## config.mk

```make
export PLATFORM = sky130hd
export DESIGN_NAME = uart_tx_buffered_flat
export DESIGN_NICKNAME = d
export VERILOG_FILES = /design/src/rtl/uart_pkg.sv /design/src/rtl/uart_tx_buffered_if.sv /design/src/rtl/uart_tx_fifo.sv /design/src/rtl/uart_tx_buffered.sv /design/src/flat_wrapper.sv
export SDC_FILE = /design/constraint.sdc
export NUM_CORES = 1
export LEC_CHECK = 0
export ABC_AREA = 1
export CAP_MARGIN = 10
export CORE_ASPECT_RATIO = 0.8
export CORE_UTILIZATION = 69
export CTS_BUF_LIST = sky130_fd_sc_hd__clkbuf_4
export DETAILED_ROUTE_END_ITERATION = 8
export PLACE_DENSITY = 0.9
export REMOVE_ABC_BUFFERS = 1
export SKIP_CTS_REPAIR_TIMING = 1
export SLEW_MARGIN = 15
export SYNTH_ARGS = -nofsm -noshare
export SYNTH_HDL_FRONTEND = slang
export SYNTH_SLANG_ARGS = --single-unit
```

## constraint.sdc

```tcl
create_clock -name clock -period 6.6 [get_ports clock]
set_input_delay 0.66 -clock clock [delete_from_list [all_inputs] [get_ports clock]]
set_output_delay 0.66 -clock clock [all_outputs]
set_load 0.02 [all_outputs]
```

## src/rtl/uart_pkg.sv

```systemverilog
// Shared definitions for the buffered UART transmitter: FSM state
// encodings and the default bit period (12 MHz system clock, 115200 baud).
package uart_pkg;

  localparam int DEFAULT_CLKS_PER_BIT = 104;

  typedef enum logic [2:0] {
    TX_IDLE   = 3'd0,
    TX_START  = 3'd1,
    TX_DATA   = 3'd2,
    TX_PARITY = 3'd3,
    TX_STOP   = 3'd4
  } tx_state_t;

  // Even parity bit of a byte (1 when the byte holds an odd number of ones).
  function automatic logic even_parity(input logic [7:0] b);
    return ^b;
  endfunction

endpackage

```

## src/rtl/uart_tx_buffered_if.sv

```systemverilog
// Byte handshake between the command-line monitor (master) and the
// buffered UART transmitter (slave).
interface uart_tx_buffered_if;
  logic [7:0] send_data;
  logic       data_avail;
  logic       send_strobe;

  modport master (output send_data, output data_avail, input send_strobe);
  modport slave  (input send_data, input data_avail, output send_strobe);
endinterface

```

## src/rtl/uart_tx_fifo.sv

```systemverilog
// Single-clock byte FIFO. A push and a pop in the same cycle are accepted at
// any level: when empty the written byte is forwarded straight to rd_data,
// when full the pop frees the slot the push reuses.
module uart_tx_fifo #(
  parameter int FIFO_DEPTH = 16
) (
  input  logic                          clock,
  input  logic                          reset,
  input  logic                          push,
  input  logic [7:0]                    wr_data,
  input  logic                          pop,
  output logic [7:0]                    rd_data,
  output logic                          full,
  output logic                          empty,
  output logic [$clog2(FIFO_DEPTH):0]   level
);
  localparam int AW = $clog2(FIFO_DEPTH);
  localparam int LW = AW + 1;

  logic [7:0]    mem [FIFO_DEPTH];
  logic [AW-1:0] wr_ptr;
  logic [AW-1:0] rd_ptr;
  logic          do_push;
  logic          do_pop;

  assign full    = (level == LW'(FIFO_DEPTH));
  assign empty   = (level == '0);
  assign do_push = push && (!full || pop);
  assign do_pop  = pop && (!empty || push);
  assign rd_data = empty ? wr_data : mem[rd_ptr];

  // Storage array: data only, never reset.
  always_ff @(posedge clock) begin
    if (do_push) mem[wr_ptr] <= wr_data;
  end

  // Pointers wrap naturally because the depth is a power of two.
  always_ff @(posedge clock) begin
    if (reset) begin
      wr_ptr <= '0;
      rd_ptr <= '0;
      level  <= '0;
    end else begin
      if (do_push) wr_ptr <= wr_ptr + 1'b1;
      if (do_pop)  rd_ptr <= rd_ptr + 1'b1;
      if (do_push && !do_pop)      level <= level + 1'b1;
      else if (do_pop && !do_push) level <= level - 1'b1;
    end
  end
endmodule

```

## src/rtl/uart_tx_buffered.sv

```systemverilog
// Buffered asynchronous serial transmitter fed by the monitor handshake.
// Bytes are queued in uart_tx_fifo and sent LSB-first, 8N1 by default.
// Define UART_TX_PARITY_EN to insert an even-parity bit (8E1).
module uart_tx_buffered
  import uart_pkg::*;
#(
  parameter int CLKS_PER_BIT = DEFAULT_CLKS_PER_BIT,
  parameter int FIFO_DEPTH   = 16
) (
  input  logic                        clock,
  input  logic                        reset,
  uart_tx_buffered_if.slave           mon,
  output logic                        tx,
  output logic                        busy,
  output logic [$clog2(FIFO_DEPTH):0] fifo_level
);
  localparam int LW = $clog2(FIFO_DEPTH) + 1;
  localparam int BW = $clog2(CLKS_PER_BIT);
  localparam logic [BW-1:0] BAUD_LOAD = BW'(CLKS_PER_BIT - 1);

  logic          capture;
  logic          armed;
  logic          pop;
  logic          fifo_full;
  logic          fifo_empty;
  logic [7:0]    fifo_rd_data;
  logic [LW-1:0] level_next;

  tx_state_t     state, state_next;
  logic [BW-1:0] baud, baud_next;
  logic [2:0]    bit_cnt, bit_cnt_next;
  logic [7:0]    shreg, shreg_next;
  logic          tx_next;
`ifdef UART_TX_PARITY_EN
  logic          par, par_next;
`endif

  // One push per offer: armed drops on capture and returns only once the
  // monitor has withdrawn data_avail.
  assign capture    = mon.data_avail && armed && !fifo_full;
  assign level_next = fifo_level + LW'(capture) - LW'(pop);
  assign busy       = (state != TX_IDLE) || !fifo_empty;

  uart_tx_fifo #(.FIFO_DEPTH(FIFO_DEPTH)) u_fifo (
    .clock   (clock),
    .reset   (reset),
    .push    (capture),
    .wr_data (mon.send_data),
    .pop     (pop),
    .rd_data (fifo_rd_data),
    .full    (fifo_full),
    .empty   (fifo_empty),
    .level   (fifo_level)
  );

  // Next-state, baud/bit counters, shifter and line level.
  always_comb begin
    state_next   = state;
    baud_next    = (baud == '0) ? baud : baud - 1'b1;
    bit_cnt_next = bit_cnt;
    shreg_next   = shreg;
    pop          = 1'b0;
    tx_next      = 1'b1;
    case (state)
      TX_IDLE: begin
        if (!fifo_empty) begin
          pop        = 1'b1;
          shreg_next = fifo_rd_data;
          state_next = TX_START;
          baud_next  = BAUD_LOAD;
        end
      end
      TX_START: begin
        if (baud == '0) begin
          state_next   = TX_DATA;
          baud_next    = BAUD_LOAD;
          bit_cnt_next = 3'd0;
        end
      end
      TX_DATA: begin
        if (baud == '0) begin
          baud_next = BAUD_LOAD;
          if (bit_cnt == 3'd7) begin
`ifdef UART_TX_PARITY_EN
            state_next = TX_PARITY;
`else
            state_next = TX_STOP;
`endif
          end else begin
            bit_cnt_next = bit_cnt + 1'b1;
            shreg_next   = shreg >> 1;
          end
        end
      end
`ifdef UART_TX_PARITY_EN
      TX_PARITY: begin
        if (baud == '0) begin
          state_next = TX_STOP;
          baud_next  = BAUD_LOAD;
        end
      end
`endif
      TX_STOP: begin
        // End of stop bit doubles as the IDLE decision so frames abut.
        if (baud == '0) begin
          if (!fifo_empty) begin
            pop        = 1'b1;
            shreg_next = fifo_rd_data;
            state_next = TX_START;
            baud_next  = BAUD_LOAD;
          end else begin
            state_next = TX_IDLE;
          end
        end
      end
      default: state_next = TX_IDLE;
    endcase
`ifdef UART_TX_PARITY_EN
    par_next = pop ? even_parity(fifo_rd_data) : par;
`endif
    case (state_next)
      TX_START:  tx_next = 1'b0;
      TX_DATA:   tx_next = shreg_next[0];
`ifdef UART_TX_PARITY_EN
      TX_PARITY: tx_next = par_next;
`endif
      default:   tx_next = 1'b1;
    endcase
  end

  // Control registers: FSM, counters, registered line, handshake.
  always_ff @(posedge clock) begin
    if (reset) begin
      state       <= TX_IDLE;
      baud        <= '0;
      bit_cnt     <= '0;
      tx          <= 1'b1;
      armed       <= 1'b1;
      mon.send_strobe <= 1'b1;
    end else begin
      state       <= state_next;
      baud        <= baud_next;
      bit_cnt     <= bit_cnt_next;
      tx          <= tx_next;
      if (capture)              armed <= 1'b0;
      else if (!mon.data_avail) armed <= 1'b1;
      mon.send_strobe <= !capture && (level_next != LW'(FIFO_DEPTH));
    end
  end

  // Data registers: shifter (and parity bit), no reset needed.
  always_ff @(posedge clock) begin
    shreg <= shreg_next;
`ifdef UART_TX_PARITY_EN
    par   <= par_next;
`endif
  end
endmodule

```

## src/flat_wrapper.sv

```systemverilog
// flat-port wrapper written by rule: the top's interface ports become plain ports
module uart_tx_buffered_flat import uart_pkg::*;
#(
  parameter int CLKS_PER_BIT = DEFAULT_CLKS_PER_BIT,
  parameter int FIFO_DEPTH   = 16
)
  (clock, reset, tx, busy, fifo_level, mon_send_data, mon_data_avail, mon_send_strobe);
  uart_tx_buffered_if mon_i ();
  input  logic clock;
  input  logic reset;
  output logic tx;
  output logic busy;
  output logic [$clog2(FIFO_DEPTH):0] fifo_level;
  input wire logic [$bits(mon_i.send_data)-1:0] mon_send_data;
  input wire logic [$bits(mon_i.data_avail)-1:0] mon_data_avail;
  output wire logic [$bits(mon_i.send_strobe)-1:0] mon_send_strobe;
  assign mon_i.send_data = mon_send_data;
  assign mon_i.data_avail = mon_data_avail;
  assign mon_send_strobe = mon_i.send_strobe;
  uart_tx_buffered #(.CLKS_PER_BIT(CLKS_PER_BIT), .FIFO_DEPTH(FIFO_DEPTH)) u_core (.clock(clock), .reset(reset), .mon(mon_i), .tx(tx), .busy(busy), .fifo_level(fifo_level));
endmodule
```

# == Word-level counts from Yosys, hierarchy flattened ==
# Memories as Yosys holds them, arrays and structs flattened. A register that Yosys moved wholly into a read port is not among the register bits.
# Index checks and enable logic that the tools add are counted.
# op_classes
n_eq_ne,13
addsub,8
reduce_logical,25
n_mux,33
# ops
cell,n
$mux W8,4
$mux W7,4
$mux W3,8
$pmux W8 S3,1
$pmux W7 S3,1
$pmux W3 S4,1
$mux W5,2
$add A4 B1 Y4 const B,2
$mux W4,2
$ne A2 B1 Y1 const B,4
$reduce_and A4 Y1,2
$logic_and A1 B1 Y1,7
$logic_not A7 Y1,1
$mux W1,7
$sub A7 B1 Y7 const B,1
$eq A3 B1 Y1 const B,2
$eq A3 B2 Y1 const B,2
$eq A3 B3 Y1 const B,2
$pmux W3 S2,1
$reduce_bool A3 Y1,2
$add A5 B1 Y5,1
$add A5 B1 Y5 const B,1
$eq A5 B5 Y1 const B,1
$logic_not A1 Y1,5
other kinds (11),15
# totals
inputBits,11
mem_bits_rw,128
out_inout_bits,8
elab_cells,91
register_bits,37
memories,1
# mem_list
name,depth,word_bits,read_ports,rd_ports_with_merged_regs,write_ports,line_no,rtl
u_core.u_fifo.mem,16,8,1,1,1,uart_tx_fifo.sv:20,logic [7:0] mem [FIFO_DEPTH];

# == Logic depth before layout (Yosys ltp) ==
# depth
depth_word,10
depth_mapped,20
mapped_depth_nobuf,20

# == By module ==
# A second synthesis with hierarchy kept.
# unflattened
cells_unflattened,876
hier_area_um2,8186.6
# by_module_without_submodules
module,cells_per_inst,seq_area_each_um2,n_inst,area_each_um2
uart_tx_fifo,671,4184.0,1,6587.6
uart_tx_buffered,205,550.5,1,1599.0

# == Least setup slack after synthesis ==
# No wires, ideal clock.
# synth_path
kind,reg-to-reg
start,register u_core.u_fifo.level[2]
end,register u_core.mon.send_strobe
setup_ns,0.123
synth_period_minus_slack_ns,2.619
t_required_ns,6.477
path_buffers,0
t_arrival_ns,2.496
path_stages_with_launch,15
slack_ns,3.981
path_cell_list,dfxtp_1 > inv_1 > ha_1 > nand3_1 > nand3_1 > ha_1 > inv_1 > ha_1 > fa_1 > nand2_1 > nand2_1 > a21oi_1 > xor2_1 > o21ai_0 > nand2_1
# synth_between
elab_chain_cells,7
word_cells_on_any_way,12
cone_classes,2 x add/sub; 2 x eq/ne; 3 x mux; 5 x reduce/logical
# synth_rtl
item,line_no,rtl
"start, declared",uart_tx_fifo.sv:15,output logic [$clog2(FIFO_DEPTH):0] level
"start signal, assigned",uart_tx_fifo.sv:46,if (do_push && !do_pop) level <= level + 1'b1;
"start signal, assigned",uart_tx_fifo.sv:47,else if (do_pop && !do_push) level <= level - 1'b1;
$eq A5 B5 Y1 / $logic_not A5 Y1 (equally long branches),"uart_tx_fifo.sv:26, uart_tx_fifo.sv:27",
$logic_not A1 Y1 / $mux W1 (equally long branches),"uart_tx_buffered.sv:40, uart_tx_buffered.sv:66, uart_tx_buffered.sv:106",
$logic_and A1 B1 Y1 / $mux W1 (equally long branches),"uart_tx_buffered.sv:40, uart_tx_buffered.sv:105",
$add A5 B1 Y5 / $pmux W1 S2 (equally long branches),"uart_tx_buffered.sv:41, uart_tx_buffered.sv:64",
$sub A5 B1 Y5,uart_tx_buffered.sv:41,assign level_next = fifo_level + LW'(capture) - LW'(pop);
$ne A5 B5 Y1,uart_tx_buffered.sv:147,mon.send_strobe <= !capture && (level_next != LW'(FIFO_DEPTH));
$logic_and A1 B1 Y1 (*),uart_tx_buffered.sv:147,
"end signal, assigned",uart_tx_buffered.sv:147,
"end, declared",uart_tx_buffered_if.sv:9,"modport slave (input send_data, input data_avail, output send_strobe);"
# Mark *: on every way between the ends. The rest lies on a longest branch, timed or not.
# A chain may end at the register's enable or synchronous reset.

# == Worst setup path after layout ==
# layout_path
start,register u_core.u_fifo.level[2]
end,output port busy
# layout_between
elab_chain_cells,3
# layout_rtl
item,line_no,rtl
$logic_not A5 Y1,uart_tx_fifo.sv:27,assign empty = (level == '0);
$logic_not A1 Y1,uart_tx_buffered.sv:42,assign busy = (state != TX_IDLE) || !fifo_empty;
$logic_or A1 B1 Y1,uart_tx_buffered.sv:42,
"end, declared",flat_wrapper.sv:12,output logic busy;
# Every way passes these cells.

==> flow_summary.json <==
{
  "status": "complete, no violations",
  "relSlewSlack_pct": 40.51,
  "hold_path_class": "reg -> reg",
  "end_kind": "output port",
  "crit_start": "u_core.u_fifo.level[2]",
  "synth_flop_cell": "edfxtp_1",
  "place.gp.congestion": 0.8278,
  "path_buf_inv": 3,
  "synth-seq-cells": 169,
  "grt_pass1_vias": 5160,
  "cts.sink_count": 169,
  "synth-edff-count": 135,
  "hold_viol_final": 0,
  "reg2reg_depth": 17,
  "synthToLayoutAreaGrowth_pct": 5.663,
  "synth_area_leaders": "edfxtp_1, dfxtp_1, nor2_1, nand2_1, o21ai_0",
  "cts_buffers": 17,
  "clk_pin_slew_ns": 0.13,
  "fin_crit_sh_pct": 49.37,
  "syn_area_sq_um": 7622,
  "grt_pass1_wl_mm": 25.11,
  "crit_path_start_kind": "flip-flop",
  "wirelength_mm": 15.96,
  "diodes": 0,
  "clock_latency_ns": 0.56,
  "worstMarginPinSlew_ns": 0.8891,
  "grtUsageTotal_pct": 29.56,
  "rsz0062_at_grt": "false",
  "yosys.area.top_type_share_pct": 53.18,
  "path_cells": "inv_1 -> ha_1 -> nand3_2 -> clkinv_1 -> nand2_1 -> clkdlybuf4s50_1",
  "pin_count": 19,
  "crit_fanout": 16,
  "die-area_sq_um": 11470,
  "overflow": 0,
  "coreArea_sq_um": 10490,
  "hold_slack_ns": 0.4962,
  "synth_common_cells": "edfxtp_1, nor2_1, nand2_1, o21ai_0, inv_1",
  "fin_cells": 920,
  "clockRootBuffer": "clkbuf_4",
  "h-tree-depth": 4,
  "postSynthCellCount": 758,
  "final_nets": 801,
  "synth-async-reset-ratio_pct": 0,
  "cp.required_ns": 5.94,
  "drive_above_1_share_pct": 7.436,
  "cp.depth": 6,
  "hpwl_mm": 10.48,
  "crit_end": "busy",
  "io_buffers": 18,
  "drc_errors": 0,
  "start_util_pct": 72.68,
  "yosysSeqAreaShare_pct": 62.11,
  "vdd_drop_max_v": 0.0002155,
  "tns_ns": 0,
  "firstDrtPassIters": 5,
  "yosysTopAreaCell": "edfxtp_1",
  "grt_max_degree": 73,
  "r2r_end": "u_core.u_fifo.level[4]",
  "cp_data_arrival_time_ns": 2.60,
  "ant_nets": 0,
  "power.total_w": 0.003081,
  "antenna_found_initial": 0,
  "r2r_start": "u_core.u_fifo.level[2]",
  "dp.cells": 889,
  "yosys.cell_types.count": 40,
  "crit_path_max_incr_delay_ns": 0.60,
  "path_delay_family": "buffers and inverters",
  "clk_path_buf_depth": 2,
  "period_minus_slack_ns": 3.258,
  "drt_iter0_markers": 617,
  "finalSetupViolations": 0,
  "worst_clock_skew_ns": 0.02685,
  "crit_type": "reg -> out",
  "clock.fmax_mhz": 306.9,
  "drt-wirelength-per-cell_um": 17.35,
  "cts_tree": "built",
  "viasPerCell": 5.940,
  "die_h_um": 96.01,
  "powerDensity_nw_per_um2": 382.5,
  "rrSetupSlack_ns": 3.43,
  "cpMaxStageDelayCell": "clkdlybuf4s50_1",
  "ys.warnings.count": 0,
  "max-cap-violations": 0,
  "syn_avg_cell_area_sq_um": 10.06,
  "p_leak_nw": 3.047,
  "via_count": 5465,
  "std_cell_rows": 33,
  "die_w_um": 119.5,
  "drv_slew": 0
}
==> power by group <==
part / internal (W) / switching (W) / total, W
logic: 0.000413 / 0.000830 / 0.00124
clock network: 0.000152 / 0.000345 / 0.000496
registers: 0.00127 / 0.0000711 / 0.00134
total: 0.00183 / 0.00125 / 0.00308
==> worst min-delay path by stage <==
| stage | from | endpoint | slack (ns) | depth (start not counted) |
|---|---|---|---|---|
| floorplan | u_core.bit_cnt[1] | u_core.bit_cnt[1] | 0.44 | 2 |
| detailed placement | u_core.bit_cnt[1] | u_core.bit_cnt[1] | 0.48 | 2 |
| finish | u_core.bit_cnt[1] | u_core.bit_cnt[1] | 0.50 | 2 |
| CTS | u_core.bit_cnt[1] | u_core.bit_cnt[1] | 0.50 | 2 |
| global placement | u_core.bit_cnt[1] | u_core.bit_cnt[1] | 0.46 | 2 |
| global route | u_core.armed | u_core.armed | 0.52 | 2 |
==> registers in the layout (all words and copies together), names as in the netlist, named ones only <==
register and flops:
u_core.bit_cnt 3, u_core.state 3, u_core.u_fifo.wr_ptr 4, u_core.u_fifo.rd_ptr 4, u_core.armed 1, u_core.shreg 8, u_core.u_fifo.level 5, u_core.mon.send_strobe 1
u_core.baud 7, u_core.tx 1, u_core.u_fifo.mem 128
==> routing by layer <==
metal / global-route usage, % / wire length [um] / vias up
li1: - / - / 2586
met1: 39.91 / 6779 / 2553
met2: 46.19 / 7352 / 281
met3: 6.161 / 1402 / 45
met4: 15.31 / 430 / 0
met5: 0 / 0 / -
==> per-stage QoR <==
step                      worst slack [ns]  util, %  instance area (sq um)
after floorplan                      3.642        -                   7458
after global placement               3.539    74.66                   7830
after detailed placement             3.410    74.66                   7830
after CTS                            3.317    76.80                   8054
after global routing                 3.153    76.80                   8054
final                                3.342    76.80                   8054
==> final cells by class <==
type / count / area (sq um)
clock buffer: 19 / 142.6
clock inverter: 12 / 81.33
fill: 651 / 2434
inverter: 74 / 277.8
multi-input combinational: 486 / 2446
sequential: 169 / 4736
tap: 140 / 175.2
timing repair buffer: 20 / 195.2
==> logic make-up (layout without fill, tap and decap cells) <==
group | after synthesis | count (layout) | share of synthesized area, %
flops | 169 | 169 | 62.11
buf+inv | 103 | 125 | 5.794
xor+xnor | 9 | 9 | 1.034
fa+ha+maj | 22 | 22 | 3.808
simple gates | 317 | 317 | 17.38
compound gates | 138 | 138 | 9.865
==> tightest hold or removal path, cell delays in order (launching register included) <==
cell,delay (ns)
dfxtp_1,0.34
nand2_1,0.06
a21oi_1,0.06
==> cell usage in the layout, fill, tap and decap left out, drive strengths merged, types with 5 or more instances in the layout <==
| cell type | netlist | final |
|---|---|---|
| o211ai | 7 | 7 |
| nand2 | 123 | 123 |
| edfxtp | 135 | 135 |
| a21oi | 30 | 30 |
| dfxtp | 34 | 34 |
| ha | 20 | 20 |
| clkinv | 1 | 7 |
| clkinvlp | 0 | 6 |
| inv | 73 | 73 |
| xnor2 | 5 | 5 |
| nor2 | 141 | 141 |
| clkbuf | 10 | 19 |
| nand3 | 47 | 47 |
| o21ai | 84 | 84 |
| clkdlybuf4s50 | 0 | 18 |
(Power assumes the default switching activity.)
